## config.mk

```make
export PLATFORM = sky130hd
export DESIGN_NAME = ysyx_22041461_pipe_ctrl
export DESIGN_NICKNAME = d
export VERILOG_FILES = /design/src/rtl/ysyx_22041461_pipe_ctrl.sv
export SDC_FILE = /design/constraint.sdc
export NUM_CORES = 1
export LEC_CHECK = 0
export ABC_AREA = 1
export BUFFER_PORTS_ARGS = -buffer_cell sky130_fd_sc_hd__buf_2
export CAP_MARGIN = 20
export CORE_MARGIN = 1
export CORE_UTILIZATION = 52
export DETAILED_ROUTE_END_ITERATION = 8
export PLACE_DENSITY = 0.75
export SETUP_SLACK_MARGIN = 0.5
export SLEW_MARGIN = 15
export SYNTH_ARGS = -nofsm -noshare
export SYNTH_HDL_FRONTEND = slang
export SYNTH_SLANG_ARGS = --single-unit
export TNS_END_PERCENT = 100
```

## constraint.sdc

```tcl
create_clock -name clk -period 2.4 [get_ports clk]
set_clock_uncertainty 0.15 [all_clocks]
set_input_delay 0.12 -clock clk [delete_from_list [all_inputs] [get_ports clk]]
set_output_delay 0.12 -clock clk [all_outputs]
set_load 0.02 [all_outputs]
```

## src/rtl/ysyx_22041461_pipe_ctrl.sv

```systemverilog
// Pipeline hazard controller: per-stage register enables, bubble injection,
// trap flush sequencing and a saturating stalled-cycle counter.
module ysyx_22041461_pipe_ctrl (
  input  logic        clk,
  input  logic        rst,
  input  logic        mem_busy,
  input  logic        ex_busy,
  input  logic        load_use,
  input  logic        redirect,
  input  logic        trap,
  output logic        IFreg_enable,
  output logic        IDreg_enable,
  output logic        EXreg_enable,
  output logic        MEMreg_enable,
  output logic        WBreg_enable,
  output logic        IDreg_valid_fromCD,
  output logic        EXreg_valid_fromCD,
  output logic        MEMreg_valid_fromCD,
  output logic        flush,
  output logic [63:0] stall_cnt
);

  localparam int unsigned CNT_W  = 64;
  localparam int unsigned TRAP_W = 2;
  localparam int unsigned EN_W   = 5;
  localparam int unsigned VLD_W  = 3;
  localparam logic [TRAP_W-1:0] TRAP_LEN = TRAP_W'(2);

  typedef enum logic [1:0] {
    S_RUN   = 2'd0,
    S_REDIR = 2'd1,
    S_TRAP  = 2'd2
  } state_e;

  state_e             state_q, state_d;
  logic [TRAP_W-1:0]  trap_cnt_q, trap_cnt_d;
  logic               flush_q, flush_d;
  logic [CNT_W-1:0]   stall_cnt_q, stall_cnt_d;
  logic [EN_W-1:0]    en_c;   // {IF, ID, EX, MEM, WB}
  logic [VLD_W-1:0]   vld_c;  // {ID, EX, MEM}
  logic               any_stall_c;

  // Hazard resolution and next-state logic
  always_comb begin
    en_c       = '1;
    vld_c      = '1;
    state_d    = state_q;
    trap_cnt_d = trap_cnt_q;
    flush_d    = 1'b1;
    unique case (state_q)
      S_TRAP: begin
        vld_c      = '0;
        trap_cnt_d = (trap_cnt_q == '0) ? '0 : trap_cnt_q - TRAP_W'(1);
        if (trap_cnt_d == '0) begin
          state_d = S_RUN;
        end else begin
          flush_d = 1'b0;
        end
      end
      S_RUN, S_REDIR: begin
        if (trap) begin
          vld_c      = '0;
          state_d    = S_TRAP;
          trap_cnt_d = TRAP_LEN;
          flush_d    = 1'b0;
        end else if (mem_busy) begin
          en_c = '0;
        end else if (ex_busy) begin
          en_c  = 5'b00011;
          vld_c = 3'b110;
        end else if (redirect && (state_q == S_RUN)) begin
          vld_c   = 3'b001;
          state_d = S_REDIR;
        end else if (load_use) begin
          en_c  = 5'b00111;
          vld_c = 3'b101;
        end
        // Wrong-path fetch still in flight is killed until REDIR retires
        if ((state_q == S_REDIR) && !trap) begin
          vld_c[2] = 1'b0;
          state_d  = (mem_busy || ex_busy) ? S_REDIR : S_RUN;
        end
      end
      default: begin
        state_d    = S_RUN;
        trap_cnt_d = '0;
      end
    endcase
    any_stall_c = ~(&en_c);
    stall_cnt_d = (any_stall_c && (stall_cnt_q != '1)) ? stall_cnt_q + CNT_W'(1)
                                                       : stall_cnt_q;
  end

  always_ff @(posedge clk or negedge rst) begin
    if (!rst) begin
      state_q     <= S_RUN;
      trap_cnt_q  <= '0;
      flush_q     <= 1'b0;
      stall_cnt_q <= '0;
    end else begin
      state_q     <= state_d;
      trap_cnt_q  <= trap_cnt_d;
      flush_q     <= flush_d;
      stall_cnt_q <= stall_cnt_d;
    end
  end

  // Reset overrides: stages keep clocking but only carry bubbles
  always_comb begin
    IFreg_enable        = en_c[4] | ~rst;
    IDreg_enable        = en_c[3] | ~rst;
    EXreg_enable        = en_c[2] | ~rst;
    MEMreg_enable       = en_c[1] | ~rst;
    WBreg_enable        = en_c[0] | ~rst;
    IDreg_valid_fromCD  = vld_c[2] & rst;
    EXreg_valid_fromCD  = vld_c[1] & rst;
    MEMreg_valid_fromCD = vld_c[0] & rst;
    flush               = flush_q;
    stall_cnt           = stall_cnt_q;
  end

endmodule

```

# --- After elaboration in Yosys (flattened, before gate mapping) ---
# Cells that the tools add are included.
op_classes:
  n_addsub: 2
  n_eq_ne: 8
  n_mux: 27
  bitwise_logic: 10
  reduce_logical: 11
ops:
  columns: ["op", "n"]
  rows:
  - ["adder 64 x 1 -> 64 bit (second input constant)", 1]
  - ["inequality test 64 bit (second input constant)", 1]
  - ["2-to-1 mux 5 bit", 6]
  - ["2-to-1 mux 2 bit", 9]
  - ["2-to-1 mux 3 bit", 4]
  - ["inequality test 4 bit (second input constant)", 3]
  - ["case mux 2 bit (2 select lines)", 2]
  - ["zero test 2 bit", 3]
  - ["case mux 3 bit (2 select lines)", 1]
  - ["bitwise OR 1 bit", 5]
  - ["AND reduction 5 bit", 1]
  - ["2-to-1 mux 1 bit", 4]
  - ["inequality test 2 bit (second input constant)", 2]
  - ["AND reduction 4 bit", 1]
  - ["bitwise AND 1 bit", 3]
  - ["logical AND 1 bit", 3]
  - ["equality test 2 x 1 -> 1 bit (second input constant)", 1]
  - ["equality test 2 bit (second input constant)", 1]
  - ["NOT 1 bit", 2]
  - ["case mux 1 bit (2 select lines)", 1]
  - ["OR reduction 2 bit", 1]
  - ["subtractor 2 x 1 -> 2 bit (second input constant)", 1]
  - ["zero test 1 bit", 1]
  - ["logical OR 1 bit", 1]
totals:
  regBits: 69
  inputBits: 7
  out_inout_bits: 73
  word_cells: 62

# --- Logic depth before layout (Yosys ltp) ---
logic_depth:
  ltp_word: 10
  depth_mapped: 15
  ltp_nobuf: 12

# --- Worst setup path after synthesis ---
# OpenSTA, ideal clock, no wires.
synth_timing:
  path_kind: "register to register"
  from: "reg stall_cnt_q[0], in the netlist stall_cnt[0]"
  to: "reg stall_cnt_q[0], in the netlist stall_cnt[0]"
  setup_time_ns: 0.117
  arrival_time_ns: 1.961
  t_required_ns: 2.133
  setup_slack_ns: 0.172
  path_stages_with_launch: 16
  n_path_buf: 3
  period_less_slack_ns: 2.228
  cell_sequence: "dfrtp_1 -> ha_1 -> buf_2 -> nand3_2 -> clkinv_2 -> nand2_2 -> inv_2 -> nand2_4 -> nor2_4 -> nand2_2 -> nand2_4 -> inv_2 -> buf_6 -> buf_6 -> nand2_1 -> nand2_1"
synth_between:
  elab_chain_cells: 2
  word_cells_on_any_way: 3
  cone_classes: "1 x add/sub; 1 x eq/ne; 1 x reduce/logical"
synth_lines:
  columns: ["item", "line", "text"]
  rows:
  - ["start: declaration", "38", "logic [CNT_W-1:0] stall_cnt_q, stall_cnt_d;"]
  - ["start signal: assignment", "104", "stall_cnt_q <= stall_cnt_d;"]
  - ["branches (longest 2 deep; another with adder 64 x 1 -> 64 bit)", null, null]
# Parallel ways; which one is timed is not known.
# A chain may end at the register's enable or synchronous reset.

# --- Worst setup path after layout ---
layout_timing:
  from: "reg stall_cnt_q[17], in the netlist stall_cnt[17]"
  to: "reg stall_cnt_q[51], in the netlist stall_cnt[51]"
# The elaborated chain is that of the path after synthesis.

==> results.toml <==
[clocking]
clk-insertion-delay-late_ps = 370
cts_tree = "built"
clk_pin_slew_ps = 90
clock_path_buffers = 2
htree_num_levels = 3
cts-buffers-inserted = 9
cts_root_buffer = "clkbuf_8"
number_of_sinks_driven_by_the_clock_tree = 69

[synth]
yosys_register_bits = 69
yosysSeqAreaShare = 0.3595
synth.avg_cell_area_um2 = 6.119
area_share_of_the_largest_cell_type_after_synthesis = 0.3595
syn_inst = 785
yosysTopAreaCell = "dfrtp_1"
ys_top_cells_by_area = "dfrtp_1 36%, nand2_1 31%, nor2_1 11%"
synthesis.nets = 793
synthesis_warnings = 0
post_synth_instance_area_mm2 = 0.004803
synth_cell_type_count = 26

[die]
top_level_ports = 80
design.die.area_mm2 = 0.009626
die_height_um = 98.11
starting_density_of_the_core = 0.5428
fp_rows = 34
placeableCoreArea_mm2 = 0.008848
die_width_um = 98.11

[power_and_ir_drop]
switching_share = 0.3576
seq_pwr_share = 0.383
power_leakage_uw = 0.003501
cellInternalPower_uw = 2201
worst_ir_drop_vdd_mv = 0.5717
power.density_cell_area_mw_per_mm2 = 478.2
power_switching_uw = 1225
pwr-share-clk = 0.295
comb_power_share = 0.322

[global_routing]
grt_util_met1 = 0.5027
antenna_found_initial = 0
grt_first_pass_wirelength_mm = 26.06
grt_start_max_net_pins = 58
gr-max-usage-layer = "met2"
total_gr_overflow = 0
global_route.usage.met2 = 0.5558
grt_pass1_vias = 5045
global_route.usage.met3 = 0.04152
total_routing_usage_gr = 0.3518

[detailed_routing]
drcViolationCount = 7
drt-initial-drc-count = 602
postRouteAntennaNets = 0
routed_via_density = 5.563
detail_route.wl_per_cell_um = 17.76
drt_pre_antenna_iters = 7
dr_total_vias = 6141
drt-total-wl_mm = 19.61

[layout]
drive_gt1_frac = 0.3845
area.growth.synth_to_final_pct = 49.18
insertedDiodeCount = 0
fin_nets = 999

[placed_design]
post-place-ws_ps = -9.877
hpwlAfterDp_mm = 12.12
gp_routability_congestion = 0.9997
io_buffers = 79

[sta]
slew-limit-headroom = 0.6114
grt_setup_unrepaired = "yes"
fin_crit_ps = 1993
max_freq_mhz = 501.7
worst_margin_slew_ps = 582.8
setup_viol = 0
finalMaxSlewViolations = 0
final.period_utilization = 0.8305
worst_slack_ps = 406.8
whs_ps = 42.23
hold_viol_final = 0

[worst_setup_path]
critPathArrivalTime_ps = 2100
start_kind = "flop"
crit_path_max_fanout = 4
worst_ep_required_time_ps = 2510
worstSetupPathType = "flop to flop"
critical_path.endpoint_type = "flop"

[run_status]
run_status = "finished, violations left"
failing_checks = "design-rule violations"

[worst_hold_path]
holdCritPathClass = "input port to asynchronous set/reset pin"

[run]
max_cap_viols = 0
cell families (layout without fill, tap and decap cells):
family,count (synthesis),after routing,share of synthesized area
DFF,69,69,0.3595
adders and majority gates,1,1,0.002604
xor gates and xnor gates,30,30,0.05470
AOI/OAI and AO/OA,29,29,0.03126
and+or+nand+nor,586,586,0.4814
buffers and inverters,70,281,0.07059
power groups by stage:
stage               sequential (uW)  clock, uW  combinational [uW]
floorplan                      1380          0                 363
global placement               1330          0                 553
global route                   1320       1050                1150
finish                         1310       1010                1100
detailed placement             1330          0                 564
CTS                            1310       1010                 701
registers in the layout (all words and copies together) (netlist names):
signal      cells
stall_cnt      64
state_q         2
flush           1
trap_cnt_q      2
timing repair:
| item | in CTS | in global routing |
|---|---|---|
| gates resized for setup | 53 | 153 |
| hold buffers | 4 | 0 |
| cloned | 1 | 11 |
| endpoints found under the hold margin | 29 | 0 |
| pin swaps | 1 | 41 |
| setup buffers | 23 | 62 |
| endpoints found under the setup margin | 65 | 68 |
final timing paths:
path                                     from             to  slack [ps]  depth (start not counted)
worst min-delay path                      rst          flush          40                          2
worst min register to register  trap_cnt_q[0]  trap_cnt_q[0]         350                          1
worst max-delay path            stall_cnt[17]  stall_cnt[51]         410                         10
worst max register to register  stall_cnt[17]  stall_cnt[51]         410                         10
max in group asynchronous                 rst  stall_cnt[27]        1110                          3
min in group clk                     redirect     state_q[0]          90                          6
placed cells by master, fill, tap and decap left out, drive strengths merged:
cell         Yosys  layout
nand2          405     405
buf             16     199
nor2           138     138
dfrtp           69      69
inv             52      55
xnor2           23      23
nand3           22      22
o21ai           22      22
nand4           19      19
clkbuf           0      15
xor2             7       7
a21oi            4       4
dlygate4sd3      0       4
clkinv           2       4
clkinvlp         0       3
a31oi            1       1
a211oi           1       1
nor3             1       1
o22ai            1       1
nand3b           1       1
ha               1       1
bufinv           0       1
per-stage QoR:
stage	instances	total power [uW]	utilization	cell area [um2]	TNS, ps
after floorplan	785	1745	-	4843	0
after global placement	987	1884	0.6179	5468	0
after detailed placement	987	1899	0.6179	5468	-9.877
after CTS	1031	3019	0.6827	6041	0
after global routing	1104	3521	0.8098	7166	0
final	1104	3426	0.8098	7166	0
area by class of cell:
class                      count  area, um2
tap                          108      135.1
multi-input combinational    646       3203
inverter                      54      236.5
fill                         644       1683
sequential                    69       1762
timing repair inverter         2      22.52
timing repair buffer         209       1608
clock inverter                 7      75.07
clock buffer                   9      123.9
cell usage after synthesis (all sizes together):
library cell and count:
nor2 138, o22ai 1, xnor2 23, ha 1, nor3 1, nand3 22, inv 52, a31oi 1
nand4 19, dfrtp 69, o21ai 22, a211oi 1, buf 16, nand2 405, xor2 7, nand3b 1
a21oi 4, clkinv 2
metal layers:
layer  share of wire  vias to the layer above
met5               0                        -
met2            0.45                      398
met4           0.043                        0
met1            0.39                     2830
li1                -                     2831
met3            0.11                       82
worst max-delay path, stage by stage, from the launching register on:
cell and delay, ps:
dfrtp_2 430, buf_4 130, nand2_1 110, nor2_2 150, nand2_1 160, nor2_2 230, nand2_2 140, o21ai_0 190
nand2_1 70, nand2_1 60, nand2_1 40
No activity file was read; power rests on OpenSTA's default activity.
